File: src/rtl/mod_counter_if.sv
`timescale 1ns/1ps
// -----------------------------------------------------------------------------
// mod_counter_if
// Bundles the control, data and status signals of mod_counter.
//   master : drives EN, Clear, LoadMod, Load, Din, Start, OneShot, Up;
//            observes Q, Cout, Busy, Done.
//   slave  : the counter itself (mirror image of master).
// N must match the N parameter of the mod_counter instance it is bound to.
// -----------------------------------------------------------------------------
interface mod_counter_if #(
    parameter int N = 26
);
    logic         EN;
    logic         Clear;
    logic         LoadMod;
    logic         Load;
    logic [N-1:0] Din;
    logic         Start;
    logic         OneShot;
    logic         Up;
    logic [N-1:0] Q;
    logic         Cout;
    logic         Busy;
    logic         Done;

    modport master (
        output EN, Clear, LoadMod, Load, Din, Start, OneShot, Up,
        input  Q, Cout, Busy, Done
    );

    modport slave (
        input  EN, Clear, LoadMod, Load, Din, Start, OneShot, Up,
        output Q, Cout, Busy, Done
    );
endinterface

File: src/rtl/mod_counter.sv
`timescale 1ns/1ps
// -----------------------------------------------------------------------------
// mod_counter
// Programmable-modulus counter with preset load, free-run / one-shot modes,
// a start/done handshake and a one-cycle terminal-count pulse.
//
// Optional feature macro: MOD_COUNTER_UPDOWN_EN
//   defined   : bus.Up selects up (1) or down (0) counting.
//   undefined : always counts up; no down-count logic is built.
//
// Ports:
//   Clock    - rising-edge clock
//   Reset_n  - asynchronous active-low reset
//   bus      - mod_counter_if.slave:
//                EN       count enable (qualifies steps and terminal events)
//                Clear    synchronous clear, highest priority
//                LoadMod  load modulus M from Din (Din=0 ignored), zeroes Q
//                Load     preset Q from Din, saturated to M-1
//                Din      data for Load / LoadMod
//                Start    start / restart request
//                OneShot  mode latched on Start: 1 one-shot, 0 free-run
//                Up       direction (only with MOD_COUNTER_UPDOWN_EN)
//                Q        registered count, range 0..M-1
//                Cout     registered one-cycle terminal-count pulse
//                Busy     high in RUN
//                Done     high in DONE
// -----------------------------------------------------------------------------
module mod_counter #(
    parameter int N           = 26,
    parameter int DEFAULT_MOD = 50000000
) (
    input  logic          Clock,
    input  logic          Reset_n,
    mod_counter_if.slave  bus
);

    // State encoding chosen so Busy and Done are direct register bits.
    localparam logic [1:0] IDLE = 2'b00;
    localparam logic [1:0] RUN  = 2'b01;
    localparam logic [1:0] DONE = 2'b10;

    localparam logic [N-1:0] L_DEFAULT_MOD = N'(DEFAULT_MOD);
    localparam logic [N-1:0] L_ONE         = N'(1);
    localparam logic [N-1:0] L_ZERO        = '0;

    logic [1:0]   r_state;
    logic         r_mode;      // 1 = one-shot, 0 = free-run
    logic [N-1:0] r_q;
    logic [N-1:0] r_m;
    logic         r_cout;

    logic [N-1:0] w_m_minus1;
    logic [N-1:0] w_load_q;
    logic [N-1:0] w_next_q;    // non-terminal step value
    logic [N-1:0] w_wrap_q;    // value after a terminal step, also the start value
    logic         w_term;

    assign w_m_minus1 = r_m - L_ONE;
    assign w_load_q   = (bus.Din >= r_m) ? w_m_minus1 : bus.Din;

`ifdef MOD_COUNTER_UPDOWN_EN
    logic w_up;
    assign w_up     = bus.Up;
    assign w_term   = w_up ? (r_q == w_m_minus1) : (r_q == L_ZERO);
    assign w_next_q = w_up ? (r_q + L_ONE) : (r_q - L_ONE);
    assign w_wrap_q = w_up ? L_ZERO : w_m_minus1;
`else
    logic w_unused_up;
    assign w_unused_up = bus.Up;
    assign w_term      = (r_q == w_m_minus1);
    assign w_next_q    = r_q + L_ONE;
    assign w_wrap_q    = L_ZERO;
`endif

    always_ff @(posedge Clock or negedge Reset_n) begin
        if (!Reset_n) begin
            r_state <= IDLE;
            r_mode  <= 1'b0;
            r_q     <= L_ZERO;
            r_m     <= L_DEFAULT_MOD;
            r_cout  <= 1'b0;
        end else begin
            // Cout is a pulse: it is only set on the terminal-step branch.
            r_cout <= 1'b0;
            if (bus.Clear) begin
                r_state <= IDLE;
                r_mode  <= 1'b0;
                r_q     <= L_ZERO;
            end else if (bus.LoadMod) begin
                // A zero modulus would be meaningless, so the write is dropped.
                if (bus.Din != L_ZERO) begin
                    r_m <= bus.Din;
                    r_q <= L_ZERO;
                end
            end else if (bus.Load) begin
                r_q <= w_load_q;
            end else if (bus.Start) begin
                r_state <= RUN;
                r_mode  <= bus.OneShot;
                r_q     <= w_wrap_q;
            end else if ((r_state == RUN) && bus.EN) begin
                if (w_term) begin
                    r_cout <= 1'b1;
                    if (r_mode) begin
                        // One-shot: Q keeps the terminal value.
                        r_state <= DONE;
                    end else begin
                        r_q <= w_wrap_q;
                    end
                end else begin
                    r_q <= w_next_q;
                end
            end
        end
    end

    assign bus.Q    = r_q;
    assign bus.Cout = r_cout;
    assign bus.Busy = r_state[0];
    assign bus.Done = r_state[1];

endmodule

File: src/flat_wrapper.sv
// flat-port wrapper written by rule: the top's interface ports become plain ports
module mod_counter_flat 
#(
    parameter int N           = 26,
    parameter int DEFAULT_MOD = 50000000
)
  (Clock, Reset_n, bus_EN, bus_Clear, bus_LoadMod, bus_Load, bus_Din, bus_Start, bus_OneShot, bus_Up, bus_Q, bus_Cout, bus_Busy, bus_Done);
  mod_counter_if #(.N(N)) bus_i ();
  input  logic Clock;
  input  logic Reset_n;
  input wire logic [$bits(bus_i.EN)-1:0] bus_EN;
  input wire logic [$bits(bus_i.Clear)-1:0] bus_Clear;
  input wire logic [$bits(bus_i.LoadMod)-1:0] bus_LoadMod;
  input wire logic [$bits(bus_i.Load)-1:0] bus_Load;
  input wire logic [$bits(bus_i.Din)-1:0] bus_Din;
  input wire logic [$bits(bus_i.Start)-1:0] bus_Start;
  input wire logic [$bits(bus_i.OneShot)-1:0] bus_OneShot;
  input wire logic [$bits(bus_i.Up)-1:0] bus_Up;
  output wire logic [$bits(bus_i.Q)-1:0] bus_Q;
  output wire logic [$bits(bus_i.Cout)-1:0] bus_Cout;
  output wire logic [$bits(bus_i.Busy)-1:0] bus_Busy;
  output wire logic [$bits(bus_i.Done)-1:0] bus_Done;
  assign bus_i.EN = bus_EN;
  assign bus_i.Clear = bus_Clear;
  assign bus_i.LoadMod = bus_LoadMod;
  assign bus_i.Load = bus_Load;
  assign bus_i.Din = bus_Din;
  assign bus_i.Start = bus_Start;
  assign bus_i.OneShot = bus_OneShot;
  assign bus_i.Up = bus_Up;
  assign bus_Q = bus_i.Q;
  assign bus_Cout = bus_i.Cout;
  assign bus_Busy = bus_i.Busy;
  assign bus_Done = bus_i.Done;
  mod_counter #(.N(N), .DEFAULT_MOD(DEFAULT_MOD)) u_core (.Clock(Clock), .Reset_n(Reset_n), .bus(bus_i));
endmodule
File: config.mk
export PLATFORM = sky130hd
export DESIGN_NAME = mod_counter_flat
export DESIGN_NICKNAME = d
export VERILOG_FILES = /design/src/rtl/mod_counter_if.sv /design/src/rtl/mod_counter.sv /design/src/flat_wrapper.sv
export SDC_FILE = /design/constraint.sdc
export NUM_CORES = 1
export LEC_CHECK = 0
export ABC_AREA = 1
export CAP_MARGIN = 20
export CORE_ASPECT_RATIO = 0.7
export CORE_MARGIN = 2
export CORE_UTILIZATION = 42
export DETAILED_ROUTE_END_ITERATION = 6
export HOLD_SLACK_MARGIN = 0.02
export PLACE_DENSITY = 0.6
export SYNTH_ARGS = -nofsm -noshare
export SYNTH_HDL_FRONTEND = slang
export SYNTH_SLANG_ARGS = --single-unit
File: constraint.sdc
create_clock -name Clock -period 5.1 [get_ports Clock]
set_clock_uncertainty 0.2 [all_clocks]
set_input_delay 1.02 -clock Clock [delete_from_list [all_inputs] [get_ports Clock]]
set_output_delay 1.02 -clock Clock [all_outputs]
set_load 0.05 [all_outputs]
Word-level counts from Yosys, hierarchy flattened
Index checks and enable logic that the tools add are counted.
{"block": "word_totals", "reg_bits": 56, "output_inout_bits": 29, "word_cells": 52}
{"block": "classes", "add_sub_neg": 2, "n_lt_le_gt_ge": 1, "muxes": 26, "n_bitwise": 1, "n_reduce_logical": 11, "n_eq_ne": 6}
{"op": "26-bit two-way mux", "n": 9}
{"op": "26-bit by 1-bit adder with 26-bit output, second input constant", "n": 1}
{"op": "26-bit equality test", "n": 1}
{"op": "26-bit >= comparator", "n": 1}
{"op": "26-bit nonzero test", "n": 1}
{"op": "26-bit by 1-bit subtractor with 26-bit output, second input constant", "n": 1}
{"op": "2-bit two-way mux", "n": 7}
{"op": "1-bit two-way mux", "n": 10}
{"op": "3-bit AND reduction", "n": 3}
{"op": "3-bit nonzero test", "n": 3}
{"op": "6-bit != test, second input constant", "n": 1}
{"op": "5-bit AND reduction", "n": 1}
{"op": "5-bit nonzero test", "n": 1}
{"op": "2-bit != test, second input constant", "n": 2}
{"op": "3-bit by 2-bit != test with 1-bit output, second input constant", "n": 1}
{"op": "2-bit by 1-bit equality test with 1-bit output, second input constant", "n": 1}
{"op": "2-bit nonzero test", "n": 1}
{"op": "1-bit logical AND", "n": 1}
{"op": "1-bit NOT", "n": 1}

Depth between registers and ports, before layout
Gate-level depths: netlist of the first run.
{"block": "depth", "depth_word": 8, "ltp_mapped": 20}

Worst setup path before layout of the first run
OpenSTA, ideal clock, no wires.
{"block": "synth_path", "path_kind": "in2reg", "from": "input bus_Din[25]", "to": "register u_core.r_q[21], in the netlist u_core.bus.Q[21]", "path_buffers": 1, "setup_slack_ps": 2149, "stages": 15, "required_time_ps": 4782, "arrival_time_ps": 2632, "path_cell_list": "ha_1 -> nand2_1 -> nor2_1 -> nand2_1 -> nor4_1 -> nand3_1 -> o211ai_1 -> nor2_1 -> inv_1 -> clkbuf_1 -> nand3_1 -> nand3_1 -> o21ai_0 -> nand2_1 -> nand2_1"}
{"block": "synth_via", "elab_chain_len": 5, "elab_cells_between_ends": 8}
{"element": "start: declaration", "line": "flat_wrapper.sv:15", "rtl": "input wire logic [$bits(bus_i.Din)-1:0] bus_Din;"}
{"element": "26-bit >= comparator", "line": "mod_counter.sv:59", "rtl": "assign w_load_q = (bus.Din >= r_m) ? w_m_minus1 : bus.Din;"}
{"element": "26-bit two-way mux", "line": "mod_counter.sv:59"}
{"element": "26-bit two-way mux", "line": "mod_counter.sv:95", "rtl": "end else if (bus.Load) begin"}
{"element": "26-bit two-way mux", "line": "mod_counter.sv:89", "rtl": "end else if (bus.LoadMod) begin"}
{"element": "26-bit two-way mux", "line": "mod_counter.sv:85", "rtl": "if (bus.Clear) begin"}
{"element": "end signal: assignment", "line": "mod_counter.sv:96", "rtl": "r_q <= w_load_q;"}
{"element": "end signal: assignment", "line": "mod_counter.sv:100", "rtl": "r_q <= w_wrap_q;"}
{"element": "end signal: assignment", "line": "mod_counter.sv:108", "rtl": "r_q <= w_wrap_q;"}
{"element": "end: declaration", "line": "mod_counter.sv:48", "rtl": "logic [N-1:0] r_q;"}
Several ways; a longest one is shown, not always the timed one.
A chain may end at the register's enable or synchronous reset.

Worst setup path after layout of the first run
{"block": "layout_path", "from": "input bus_Din[25]", "to": "register u_core.r_q[7], in the netlist u_core.bus.Q[7]"}
The elaborated chain is that of the path after synthesis.

==> metrics.txt, run 1 <==
pre-CTS WS=approximately 1.2 ns; Port Buffer Count=62; CP arrival=around 3.7 ns; Post-synth EDFFs=0; CP Data Required Time=approximately 5.1 ns; CTS max path bufs=2; total global routing overflow=0; row count=34; max-cap viol count=0; Clock Pin Slew Worst Setup and Hold Paths=approximately 0.080 ns; Total Neg Setup Slack=0 ns; Fin. Hold Viols=0; gpl congestion=around 0.92; WS Path Type=in -> reg; CP Capture Type=flip-flop; filler cell count=approximately 1300; synthesized area=about 5400 um^2; Diodes inserted=0; TritonCTS Buffers=5; first-pass GRT wire length=31.7 mm; worst ir drop on vdd=between 0.1 and 0.15 mV; multi-input combinational cell area=approximately 3500 um^2; worst r2r src=u_core.r_m[0]; Die ar.=approximately 14000 um^2; fin worst setup slack=1.42 ns; FMAX=approximately 0.27 GHz; status=complete, but fails checks; CTS tree=yes; slew margin rel.=47.3%; root buf cell=clkbuf_16; Setup crit start=bus_Din[25]; Reg2Reg Capture Point=u_core.bus.Q[13]; period utilisation layout=between 70 and 80%; placed cell area=roughly 6200 um^2; Non-Filler Instances=1123; Setup Buffers After CTS=0; Synth Flop Type=dfrtp_1; initial antenna violation count=0; capture point of the worst path=u_core.bus.Q[7]; Clock Sinks=56; # nets final=slightly above 1000; placed cell count=about 1100; GRT Overall Usage=between 20% and 30%; Starting Density=43.3%; RSZ-0062 raised after global routing=false; average wire per standard cell=approximately 18 um; first-pass iteration count of the detailed router=7; H-Tree Level Count=2; layout cell share with drive strength beyond 1=between 4 and 5%; flop2flop setup slack=1.51 ns; post-route cell area=approximately 6300 um^2; post-cts resize count=0; Die Y=slightly below 100 um; largest net degree at the start of global routing=57; Overall Power=approximately 1.5 mW; post-DP HPWL=approximately 16 mm; worst slew pin tran=between 0.7 and 0.8 ns; syn_nets=approximately 970; Static Leak=about 3 nW; I/O pin count=64; core area=12500 um^2; Routed WL=around 20 mm; register area=1420 um^2; Cell Pwr Density=between 200 and 250 nW/um^2; vias in the first global route=5663; overall die width=around 140 um; Ys Warns=0; Final min period=approximately 3.7 ns; DR vias=just over 6000; Avg Inst Size Synth=around 6 um^2; failing checks=DRC; crit-path max FO=18; Residual DRC=2; Yosys reg bits=56; # hold bufs at CTS=0; 1st-iter DRT viols=between 600 and 700; post-synthesis sequential area ratio=26.0%; setup violators final=0; ANT nets after route=0; worst reg2reg path depth=17; vias per inst=5.53; area grow syn2layout=16.3%; worst hold path class=reg -> reg; clock latency on the worst-skew pair=around 0.3 ns; crit start category=input pin; Pins Over Slew Limit=0; Post-Syn Instances=roughly 910; Post-synth ARST share=100%; Yosys cell types=31
layer usage:
layer | routed length [um] | track usage, %
met5 | 0 | 0
met4 | 210 | 4.20
met3 | 2200 | 5.54
met2 | 7500 | 39.0
met1 | 10100 | 48.2
power breakdown:
part	switching [mW]	leakage (nW)	internal [mW]
registers	0.0759	0.708	0.493
logic	0.425	2.22	0.205
clock network	0.168	0.0667	0.180
total	0.669	2.99	0.877
synth_stat cells, drive strengths merged (8+ instances only):
cell	instances	area [um^2]
nand2	345	1310
dfstp	12	315
nor2	96	418
nand3	97	485
xor2	14	123
buf	8	63.8
clkbuf	15	56.3
ha	28	350
nor4	8	50.1
nand4	20	131
dfrtp	44	1100
o21ai	66	330
o211ai	8	60.1
nor3	10	55.1
a21oi	22	110
inv	103	387
cell usage in the layout (no fill, tap or decap), drive strengths merged, types with 2 or more instances in the layout:
cell type | Yosys | routed
inv | 103 | 103
nand2 | 345 | 345
a21oi | 22 | 22
buf | 8 | 8
ha | 28 | 28
nor3 | 10 | 10
dfrtp | 44 | 44
nand3 | 97 | 97
nor2 | 96 | 96
nor4 | 8 | 8
xnor2 | 2 | 2
o21ai | 66 | 66
clkdlybuf4s50 | 0 | 61
xor2 | 14 | 14
nand3b | 7 | 7
o211ai | 8 | 8
dfstp | 12 | 12
nand4 | 20 | 20
clkbuf | 15 | 6
cell families (layout without fill, tap and decap cells):
logic type	after synthesis	count (layout)	synth area share, %
AOI/OAI and AO/OA	97	97	9.36
xor gates and xnor gates	16	16	2.58
adders and majority gates	28	28	6.44
buffers and inverters	126	179	9.32
DFF	56	56	26.0
and+or+nand+nor	585	585	46.3
layout make-up:
class	count	area share (%)
flip-flops and latches	56	22.4
inverters	103	6.11
multi-input cells	726	55.6
clock inverters	1	0.0791
well taps	162	3.20
clock buffers	6	2.04
repair buffers	69	10.6
critical path: stages:
cell and delay, ns:
clkdlybuf4s50_1 0.52, ha_1 0.35, nand2_1 0.06, nor2_1 0.15, nand2_1 0.13, nor4_1 0.19, nand3_1 0.12, o211ai_1 0.16
nor2_2 0.11, inv_1 0.09, buf_4 0.24, nand3_1 0.10, nand3_1 0.13, o21ai_0 0.13, nand2_1 0.11, nand2_1 0.05
worst min-delay path by stage:
stage	start	to	slack (ns)	cells past startpoint
floorplan	u_core.r_m[25]	u_core.r_m[25]	0.28	2
global placement	u_core.r_m[25]	u_core.r_m[25]	0.29	2
detailed placement	u_core.r_m[25]	u_core.r_m[25]	0.31	2
CTS	u_core.r_m[25]	u_core.r_m[25]	0.32	2
global route	u_core.r_m[7]	u_core.r_m[7]	0.35	2
finish	u_core.r_m[25]	u_core.r_m[25]	0.32	2
registers in the layout, indices dropped and copies added (netlist names):
signal           cells
u_core.bus.Cout      1
u_core.r_state       2
u_core.r_m          26
u_core.bus.Q        26
u_core.r_mode        1
metrics by stage:
stage / util, % / hold slack (ns)
floorplan: - / 0.284
global placement: 49.3 / 0.294
detailed placement: 49.3 / 0.311
CTS: 50.4 / 0.323
global route: 50.4 / 0.353
finish: 50.4 / 0.320
Note: power is estimated with default switching activity, not from simulation.
==> run 2: changes to the inputs <==
==> constraint.sdc (replaced) <==
create_clock -name Clock -period 3.6 [get_ports Clock]
set_clock_uncertainty 0.2 [all_clocks]
set_input_delay 0.72 -clock Clock [delete_from_list [all_inputs] [get_ports Clock]]
set_output_delay 0.72 -clock Clock [all_outputs]
set_load 0.05 [all_outputs]
==> run 2 against run 1 <==
Net effect:
- the run still ends with DRC left
- die area stayed put
- setup slack got worse by 1.0 ns
- critical path depth is the same
- design area rose by 2.2%
- worst hold slack lost 0.071 ns
- sequential power is 41% higher
- core utilization grew 1.1 points
- via count increased by 0.89%
- wire length is 3.1% higher
- register-to-register slack got worse by 1.1 ns
- final cell count up 0.80%
- critical path type unchanged
- critical endpoint unchanged
==> metrics.txt, run 2 (same netlist as run 1, synthesis figures left out) <==
first-pass iteration count of the detailed router=7 (unchanged); failing checks=DRC; Clock Sinks=56 (unchanged); layout cell share with drive strength beyond 1=5.77% (+0.88 points); max-cap viol count=0 (unchanged); Die Y=99.2 um (unchanged); Residual DRC=4 (+2); Starting Density=43.3% (unchanged); most common cell after layout, fill and taps aside=nand2_1; TritonCTS Buffers=5 (unchanged); Die ar.=13900 um^2 (unchanged); FMAX=approximately 0.31 GHz; area grow syn2layout=18.9%; CTS tree=yes; gpl congestion=0.958 (+4.0%); Crit path max-delay family=simple AND/OR/NAND/NOR gates; vias in the first global route=5832 (+3.0%); setup violators final=0 (unchanged); post-cts resize count=0 (unchanged); DR vias=6262 (+0.89%); ANT nets after route=0 (unchanged); Critical path buffers and inverters=3 (unchanged); Crit-path slowest cell=clkdlybuf4s50_1; total global routing overflow=0 (unchanged); WS Path Type=in -> reg; CP arrival=3.19 ns (-0.49 ns); Diodes inserted=0 (unchanged); Total Neg Setup Slack=0 ns (unchanged); largest net degree at the start of global routing=53 (-7.0%); Pins Over Slew Limit=0 (unchanged); clock latency on the worst-skew pair=0.30 ns (about the same); CTS max path bufs=2 (unchanged); GRT Overall Usage=30.5% (+1.4 points); I/O pin count=64 (unchanged); Static Leak=3.06 nW (+2.3%); RSZ-0062 raised after global routing=false; filler cell count=1253 (-3.4%); Cell Pwr Density=347 nW/um^2 (+42%); row count=34 (unchanged); 1st-iter DRT viols=705 (+12%); Clock Pin Slew Worst Setup and Hold Paths=0.07 ns (about the same); worst slew pin tran=0.674 ns (-0.116 ns); CP most frequent cell=nand2_1; root buf cell=clkbuf_16; register area=1420 um^2 (unchanged); worst hold path class=in -> async; Final min period=approximately 3.2 ns; average wire per standard cell=18.3 um (+2.3%); crit start category=input pin; commonest cells after routing, fill and taps aside=341 x nand2_1, 102 x inv_1, 97 x nand3_1; multi-input combinational cell area=3520 um^2 (unchanged); # nets final=1033 (+0.88%); critical-path cell list=clkdlybuf4s50_1 -> ha_1 -> nand2_1 -> nor2_1 -> nand2_1 -> nor4_1 -> nand3_1 -> o211ai_1 -> nor2_2 -> inv_1 -> buf_12 -> nand3_1 -> nand3_1 -> o21ai_0 -> nand2_1 -> nand2_1; Largest stage delay, worst path=0.47 ns (-0.05 ns); core area=12500 um^2 (unchanged); # hold bufs at CTS=0 (unchanged); status=complete, but fails checks; placed cell count=1125 (+0.81%); overall die width=140 um (unchanged); crit-path max FO=13 (-5); Non-Filler Instances=1132 (+0.80%); post-DP HPWL=16.7 mm (+4.6%); Fin. Hold Viols=0 (unchanged); period utilisation layout=about nine tenths; Routed WL=20.7 mm (+3.1%); initial antenna violation count=0 (unchanged); worst ir drop on vdd=0.183 mV (+42%); Setup Buffers After CTS=0 (unchanged); Port Buffer Count=62 (unchanged); H-Tree Level Count=2 (unchanged); CP Capture Type=flip-flop; Overall Power=2.24 mW (+45%); CP Data Required Time=3.60 ns (-1.49 ns); vias per inst=5.53 (about the same); first-pass GRT wire length=32.6 mm (+3.0%); slew margin rel.=55.1% (+7.8 points)
-- run 2: worst paths after layout --
check | cells past startpoint | end | slack [ns] | start
max in group asynchronous | 2 | u_core.r_m[20] | 2.27 | Reset_n
worst max-delay path | 16 | u_core.bus.Q[7] | 0.40 | bus_Din[25]
min in group Clock | 2 | u_core.r_m[15] | 0.34 | u_core.r_m[15]
worst min-delay path | 1 | u_core.bus.Q[7] | 0.25 | Reset_n
worst min register to register | 2 | u_core.r_m[15] | 0.34 | u_core.r_m[15]
worst max register to register | 18 | u_core.bus.Q[10] | 0.44 | u_core.r_m[1]
-- run 2: per-layer routing --
metal | GRT usage [%] | up-vias | share of wire, %
li1 | - | 3055 | -
met1 | 48.2 | 2932 | 51
met2 | 42.4 | 266 | 39
met3 | 7.66 | 9 | 9.3
met4 | 4.20 | 0 | 0.60
met5 | 0 | - | 0
-- run 2: metrics by stage --
stage	util [%]	cell area, um^2	hold slack (ns)	worst slack, ns
finish	51.5	6460	0.249	0.402
global route	51.5	6460	0.296	0.0905
CTS	51.5	6460	0.276	0.395
detailed placement	50.4	6320	0.322	0.0803
global placement	50.4	6320	0.298	0.196
floorplan	-	5440	0.224	0.949
-- run 2: where the power goes --
| group | internal, mW | leakage [nW] | total (mW) | switching (mW) |
|---|---|---|---|---|
| Combinational | 0.310 | 2.28 | 0.923 | 0.613 |
| Sequential | 0.698 | 0.708 | 0.803 | 0.105 |
| Clock | 0.272 | 0.0704 | 0.515 | 0.243 |
-- run 2: cell type report --
type / count / area share (%)
clock buffer: 6 / 2.15
clock inverter: 1 / 0.0581
inverter: 103 / 5.98
multi-input combinational: 726 / 54.4
sequential: 56 / 21.9
tap: 162 / 3.14
timing repair buffer: 78 / 12.3
==> run 3: changes to the inputs <==
==> constraint.sdc (replaced) <==
create_clock -name Clock -period 3.9 [get_ports Clock]
set_clock_uncertainty 0.2 [all_clocks]
set_input_delay 0.78 -clock Clock [delete_from_list [all_inputs] [get_ports Clock]]
set_output_delay 0.78 -clock Clock [all_outputs]
set_load 0.05 [all_outputs]
==> run 3 against run 2 <==
Net effect:
- the flow still finishes with violations (DRC)
- combinational power is 11% lower
- sequential power is 7.6% lower
- register-to-register slack improved by 0.11 ns
- worst hold slack gained 0.065 ns
- first-iteration DRC count shrank 8.4%
- design area shrank 0.85%
- largest cell class unchanged
- largest power group unchanged
==> metrics.txt, run 3 (same netlist as run 1, synthesis figures left out) <==
H-Tree Level Count=2 (unchanged); Residual DRC=3 (-1); largest net degree at the start of global routing=53 (unchanged); CP Data Required Time=3.94 ns (+0.34 ns); 1st-iter DRT viols=646 (-8.4%); Cell Pwr Density=333 nW/um^2 (-4.0%); status=complete, but fails checks; critical-path cell list=inv_2 -> ha_1 -> nand2_2 -> nor2_4 -> nand3_1 -> nand2_1 -> nand2_1 -> nand2_1 -> nand2_1 -> nand3_1 -> nor2_2 -> nand4_2 -> nand2_4 -> nor2_4 -> nand2_1 -> nand2_1; Die ar.=13900 um^2 (unchanged); overall die width=140 um (unchanged); crit-path max FO=27 (+14); gpl congestion=0.942 (-1.6%); Setup Buffers After CTS=0 (unchanged); worst r2r src=u_core.r_m[0]; first-pass GRT wire length=31.4 mm (-3.9%); crit start category=flip-flop; clock latency on the worst-skew pair=0.31 ns (about the same); fin worst setup slack=0.548 ns (+0.145 ns); Total Neg Setup Slack=0 ns (unchanged); period utilisation layout=about 86%; Fin. Hold Viols=0 (unchanged); RSZ-0062 raised after global routing=false; Diodes inserted=0 (unchanged); CP arrival=3.39 ns (+0.20 ns); Critical path buffers and inverters=1 (-2); most common cell after layout, fill and taps aside=nand2_1; post-cts resize count=0 (unchanged); root buf cell=clkbuf_16; setup violators final=0 (unchanged); FMAX=between 0.2 and 0.3 GHz; Final min period=roughly 3.4 ns; Static Leak=3.03 nW (-0.84%); area grow syn2layout=17.9%; average wire per standard cell=18.0 um (-1.3%); row count=34 (unchanged); CTS max path bufs=2 (unchanged); Port Buffer Count=62 (unchanged); Crit-path slowest cell=nor2_4; core area=12500 um^2 (unchanged); Pins Over Slew Limit=0 (unchanged); Reg2Reg Capture Point=u_core.bus.Q[14]; initial antenna violation count=1 (+1); WS Path Type=reg -> reg; max-cap viol count=0 (unchanged); ANT nets after route=0 (unchanged); DR vias=6160 (-1.6%); Routed WL=20.3 mm (-1.8%); TritonCTS Buffers=5 (unchanged); flop2flop setup slack=0.55 ns (+0.11 ns); # hold bufs at CTS=0 (unchanged); pre-CTS WS=0.329 ns (+0.248 ns); Core Util, Final=51.1% (-0.44 points); commonest cells after routing, fill and taps aside=341 x nand2_1, 102 x inv_1, 97 x nand3_1; worst ir drop on vdd=0.166 mV (-9.3%); total global routing overflow=0 (unchanged); vias per inst=5.47 (-1.2%); Clock Pin Slew Worst Setup and Hold Paths=0.08 ns (about the same); worst hold path class=in -> async; Crit path max-delay family=simple AND/OR/NAND/NOR gates; post-DP HPWL=16.2 mm (-3.0%); CP most frequent cell=nand2_1; I/O pin count=64 (unchanged); layout cell share with drive strength beyond 1=5.39% (-0.38 points); worst reg2reg path depth=16 (-2); slew margin rel.=54.2% (-0.92 points); Starting Density=43.3% (unchanged); Die Y=99.2 um (unchanged); Largest stage delay, worst path=0.54 ns (+0.07 ns); CTS tree=yes; # nets final=1027 (-0.58%); failing checks=DRC; GRT Overall Usage=29.3% (-1.2 points); Clock Sinks=56 (unchanged); worst slew pin tran=0.688 ns (+0.0138 ns); vias in the first global route=5595 (-4.1%); first-pass iteration count of the detailed router=7 (unchanged); CP Capture Type=flip-flop
[run 3: cell count changes in the layout (fill, tap and decap cells not counted)]
cell       delta
buf_12        -4
buf_4         -2
bufinv_16     +1
clkbuf_8      +1
clkinv_1      -1
[run 3: through the flow]
step	power [mW]	instance area, um^2	hold WS (ns)	instances
finish	2.13	6410	0.313	1127
global route	2.27	6410	0.360	1127
CTS	2.13	6410	0.320	1127
detailed placement	1.55	6230	0.308	1119
global placement	1.54	6230	0.299	1119
floorplan	1.26	5440	0.284	908
[run 3: worst max path at each step]
stage	slack, ns	from	depth (start not counted)	end
2_1_floorplan	1.19	bus_Din[25]	15	u_core.bus.Q[21]
3_3_place_gp	0.37	bus_Din[25]	16	u_core.bus.Q[21]
3_5_place_dp	0.33	bus_Din[25]	16	u_core.bus.Q[21]
4_1_cts	0.60	u_core.r_m[0]	16	u_core.bus.Q[14]
5_1_grt	0.26	u_core.r_m[0]	18	u_core.bus.Q[14]
6_report	0.55	u_core.r_m[0]	16	u_core.bus.Q[14]
[run 3: power by group]
part           internal [mW]  switching [mW]  leakage, nW
Combinational          0.268           0.554         2.24
Clock                  0.339           0.228       0.0901
Sequential             0.644          0.0984        0.708
[run 3: final cells by class]
cell class                      count  area (um^2)
Sequential cell                    56         1420
Fill cell                        1314         6140
Timing Repair Buffer               72          703
Tap cell                          162          203
Clock buffer                        7          153
Inverter                          103          387
Multi-Input combinational cell    726         3520
Clock inverter                      1         30.0
[run 3: per-layer routing]
metal  vias up  share of wire (%)  global-route usage [%]
met3        17                9.9                    6.07
li1       3037                  -                       -
met2       292                 38                    39.7
met5         -              0.034                       0
met4         2               0.81                    4.20
met1      2812                 52                    47.7
==> patch 1: new RTL, flow settings as in run 3 <==
`DEFAULT_MOD` is set to 50000000 in 2 places; all go to 33554432.
--- a/src/rtl/mod_counter.sv
+++ b/src/rtl/mod_counter.sv
@@ -27,7 +27,7 @@
 // -----------------------------------------------------------------------------
 module mod_counter #(
     parameter int N           = 26,
-    parameter int DEFAULT_MOD = 50000000
+    parameter int DEFAULT_MOD = 33554432
 ) (
     input  logic          Clock,
     input  logic          Reset_n,
--- a/src/flat_wrapper.sv
+++ b/src/flat_wrapper.sv
@@ -2,7 +2,7 @@
 module mod_counter_flat 
 #(
     parameter int N           = 26,
-    parameter int DEFAULT_MOD = 50000000
+    parameter int DEFAULT_MOD = 33554432
 )
   (Clock, Reset_n, bus_EN, bus_Clear, bus_LoadMod, bus_Load, bus_Din, bus_Start, bus_OneShot, bus_Up, bus_Q, bus_Cout, bus_Busy, bus_Done);
   mod_counter_if #(.N(N)) bus_i ();
Formal check against the unedited RTL: not equivalent (a bounded check fails within 4 cycles, from zero or initial values and one cycle with Reset_n low).
==> patch 1 against run 3 <==
- power is 3.1% lower
- final area decreased by 0.37%
- setup slack worse by 110 ps
- sequential cell count stayed put
- final cell count unchanged
- global-route usage is 0.44 points higher
- synthesized area decreased by 0.25%
- routed wire length up 0.23%
- highest routed layer is now met4
==> patch 1: results (changes against run 3) <==
status: "completed"
top_layer_used: "met4"
dpl_cell_area_mm2: 0.00623  # +0.10%
peakVddDrop_mv: 0.175  # +5.1%
wl_met1_um: 10500  # +0.62%
fin_hold_ws_ps: 269  # -44.5 ps
antenna_found_initial: 0  # -1
track_usage: 0.297  # +0.00439
synth_xor_area_frac: 0.0258  # +0.0000654
reg2reg_slack_ps: 440  # -110 ps
setup.worst_path.start: "u_core.r_m[1]"
r2r-end: "u_core.bus.Q[12]"
grtUsageMet1: 0.489  # +0.0125
fin_crit_ps: 3460  # +109 ps
ys_top_cells_by_area: "dfrtp_1, nand2_1, nand3_1, inv_1, ha_1"
synth-seq-area-share: 0.259  # -0.00188
first_iter_violations: 676  # +4.6%
place_inst: 1120  # +0.089%
p_leak_nw: 3.05  # +0.43%
vias_per_cell: 5.45  # -0.36%
critPathMaxStageDelay_ps: 490  # -50 ps
pre_cts_ws_ps: 304  # -24.7 ps
dpl.hpwl_um: 16200  # +0.39%
synth_adder_area_share: 0.0646  # +0.000163
wl_um: 20300  # +0.23%
drc: 0  # -3
avgSynthCellArea_um2: 5.97  # -0.25%
grt_util_met3: 0.0616  # +0.000963
## patch 1: cell types whose count changed after synthesis, sizes merged
cell	before	now
dfrtp	44	55
dfstp	12	1
## patch 1: power groups by stage
| stage | clock [mW] | combinational (mW) | sequential, mW |
|---|---|---|---|
| final | 0.496 | 0.840 | 0.729 |
| after global routing | 0.526 | 0.938 | 0.737 |
| after CTS | 0.498 | 0.823 | 0.725 |
| after detailed placement | 0 | 0.818 | 0.735 |
| after global placement | 0 | 0.807 | 0.733 |
| after floorplan | 0 | 0.485 | 0.761 |
## patch 1: cell families (layout without fill, tap and decap cells)
group	after synthesis	count (layout)
flops	56	56
buf+inv	126	183
simple gates	585	585
fa+ha+maj	28	28
compound gates	97	97
xor+xnor	16	16
## patch 1: cell type report
cell class,instances,area [um^2]
Fill cell,1299,6120
Multi-Input combinational cell,726,3520
Sequential cell,56,1400
Timing Repair Buffer,73,723
Inverter,103,387
Tap cell,162,203
Clock buffer,7,153
==> patch 2: new RTL, flow settings as in run 3 <==
Made on the original files. Make the reset (`Reset_n`) synchronous in one clocked block. Comments in the files are not updated.
--- a/src/rtl/mod_counter.sv
+++ b/src/rtl/mod_counter.sv
@@ -72,7 +72,7 @@
     assign w_wrap_q    = L_ZERO;
 `endif
 
-    always_ff @(posedge Clock or negedge Reset_n) begin
+    always_ff @(posedge Clock) begin
         if (!Reset_n) begin
             r_state <= IDLE;
             r_mode  <= 1'b0;
Formal check against the unedited RTL: differs if Reset_n is asserted again (counterexample within 4 cycles, from zero or initial values and one cycle with Reset_n low); with Reset_n held inactive, the same outputs for 4 cycles.
==> patch 2 against run 3 <==
- routed wire length down 11%
- first-iteration DRC count down 24%
- synthesized area down 3.5%
- count of clock-buffer cells in the layout down 2
- sequential cell count unchanged
- die area down 3.4%
- setup slack worse by 81 ps
- global-route usage down 1.1 points
- sequential share of layout area down 4.0 points
- final area down 3.4%
- fmax down 2.4%
- via count about the same
- power down 21%
- largest power group is now sequential cells
- highest routed layer is now met4
==> patch 2: results (changes against run 3) <==
async_flop_share: 0  # -1.00
post-cts-setup-buffers: 0  # unchanged
place_inst: 1113  # -0.54%
num_vias: 6166  # +0.097%
critPathArrivalTime_ps: 3450  # +60 ps
first_iter_violations: 494  # -24%
synth_commonest_cells: "nand2_1, inv_1, nand3_1, nor2_1, a21oi_1"
synth_mux_area_frac: 0  # unchanged
synth_compound_area_frac: 0.152  # +0.0585
cts.clk_slew.worst_paths_ps: 80  # about the same
met2_length_um: 8300  # +8.2%
wl_met1_um: 8310  # -21%
cts_resized: 0  # unchanged
wl_met3_um: 1120  # -44%
critPathMaxStageDelay_ps: 380  # -160 ps
drtPass1Iterations: 5  # -2
vias_per_cell: 5.50  # +0.63%
ys.flop_type: "dfxtp_1"
antenna_found_initial: 0  # -1
clockBufferDepth: 2  # unchanged
slowest_stage: "dfxtp_1"
clk_latency_ps: 300
ys_top_cells_by_area: "dfxtp_1, nand2_1, nand3_1, inv_1, ha_1"
avgSynthCellArea_um2: 5.78  # -3.4%
numCtsBuffers: 5  # unchanged
ys_types: 30  # -3.2%
fin_nets: 1021  # -0.58%
worstPathMaxFanout: 18  # -33%
route.detailed.wl_per_inst_um: 16.1  # -11%
drive_gt1_frac: 0.0428  # -0.0111
synth-seq-area-share: 0.214  # -0.0467
grt_pass1_wl_um: 29900  # -4.6%
place.gp.congestion: 0.905  # -3.9%
dpl_cell_area_mm2: 0.00602  # -3.3%
slew-limit-headroom: 0.460  # -0.0820
status: "completed"
p_leak_nw: 2.65  # -13%
min_path_type: "flop to flop"
ctsHtreeMaxLevel: 2  # unchanged
synth_adder_area_share: 0.0668  # +0.00237
peakVddDrop_mv: 0.172  # +3.9%
synth_xor_area_frac: 0.0267  # +0.000946
dpl.hpwl_um: 14200  # -12%
diodes: 0  # unchanged
root_buffer: "clkbuf_16"
first_global_vias: 5872  # +5.0%
top_layer_used: "met4"
mappedNetlistNets: 970  # -0.10%
track_usage: 0.282  # -0.0111
patch 2: changes by cell type after synthesis, sizes merged, moves of 12 or more:
cell	delta
dfxtp	+56
nand2	-51
dfrtp	-44
a21oi	+41
o211ai	+22
o21ai	-18
dfstp	-12
patch 2: layer usage:
metal,up-vias,GRT usage
met2,198,0.472
met3,21,0.0365
met1,2848,0.384
li1,3099,-
met4,0,0.0642
met5,-,0
patch 2: path summary, 6_finish.rpt:
path                                   startpoint                 to  slack (ps)  cells after the start
worst max-delay path                u_core.r_m[0]    u_core.bus.Q[7]         470                     18
worst min-delay path            u_core.r_state[1]  u_core.r_state[1]         280                      2
worst max register to register      u_core.r_m[0]    u_core.bus.Q[7]         470                     18
worst min register to register  u_core.r_state[1]  u_core.r_state[1]         280                      2
patch 2: report_power, final:
| part | switching (mW) | leakage, nW | internal [mW] |
|---|---|---|---|
| clock network | 0.229 | 0.0798 | 0.303 |
| registers | 0.0388 | 0.458 | 0.597 |
| logic | 0.340 | 2.11 | 0.178 |
| total | 0.608 | 2.65 | 1.08 |
patch 2: worst max-delay path: cells and delay by family, from the launching register on:
| kind | cells | cell delay [ps] |
|---|---|---|
| adder cells (fa/ha/maj) | 1 | 320 |
| flip-flops | 1 | 380 |
| AO/OA/AOI/OAI | 2 | 390 |
| buffers and inverters | 1 | 120 |
| AND/OR/NAND/NOR | 14 | 1930 |
patch 2: kinds of logic after synthesis:
logic type      after synthesis
fa+ha+maj                    28
flops                        56
compound gates              143
simple gates                535
xor+xnor                     16
buf+inv                     129
patch 2: final cells by class:
type                            instances  share of cell area
Multi-Input combinational cell        722               0.581
Clock buffer                            5              0.0202
Clock inverter                          3             0.00687
Sequential cell                        56               0.181
Tap cell                              162              0.0327
Inverter                              101              0.0612
Timing Repair Buffer                   72               0.116
patch 2: stage by stage:
| step | hold slack (ps) | setup WS, ps | util |
|---|---|---|---|
| floorplan | 245 | 1120 | - |
| detailed placement | 266 | 347 | 0.490 |
| global placement | 258 | 408 | 0.490 |
| global route | 308 | 104 | 0.504 |
| CTS | 279 | 562 | 0.504 |
| finish | 279 | 467 | 0.504 |
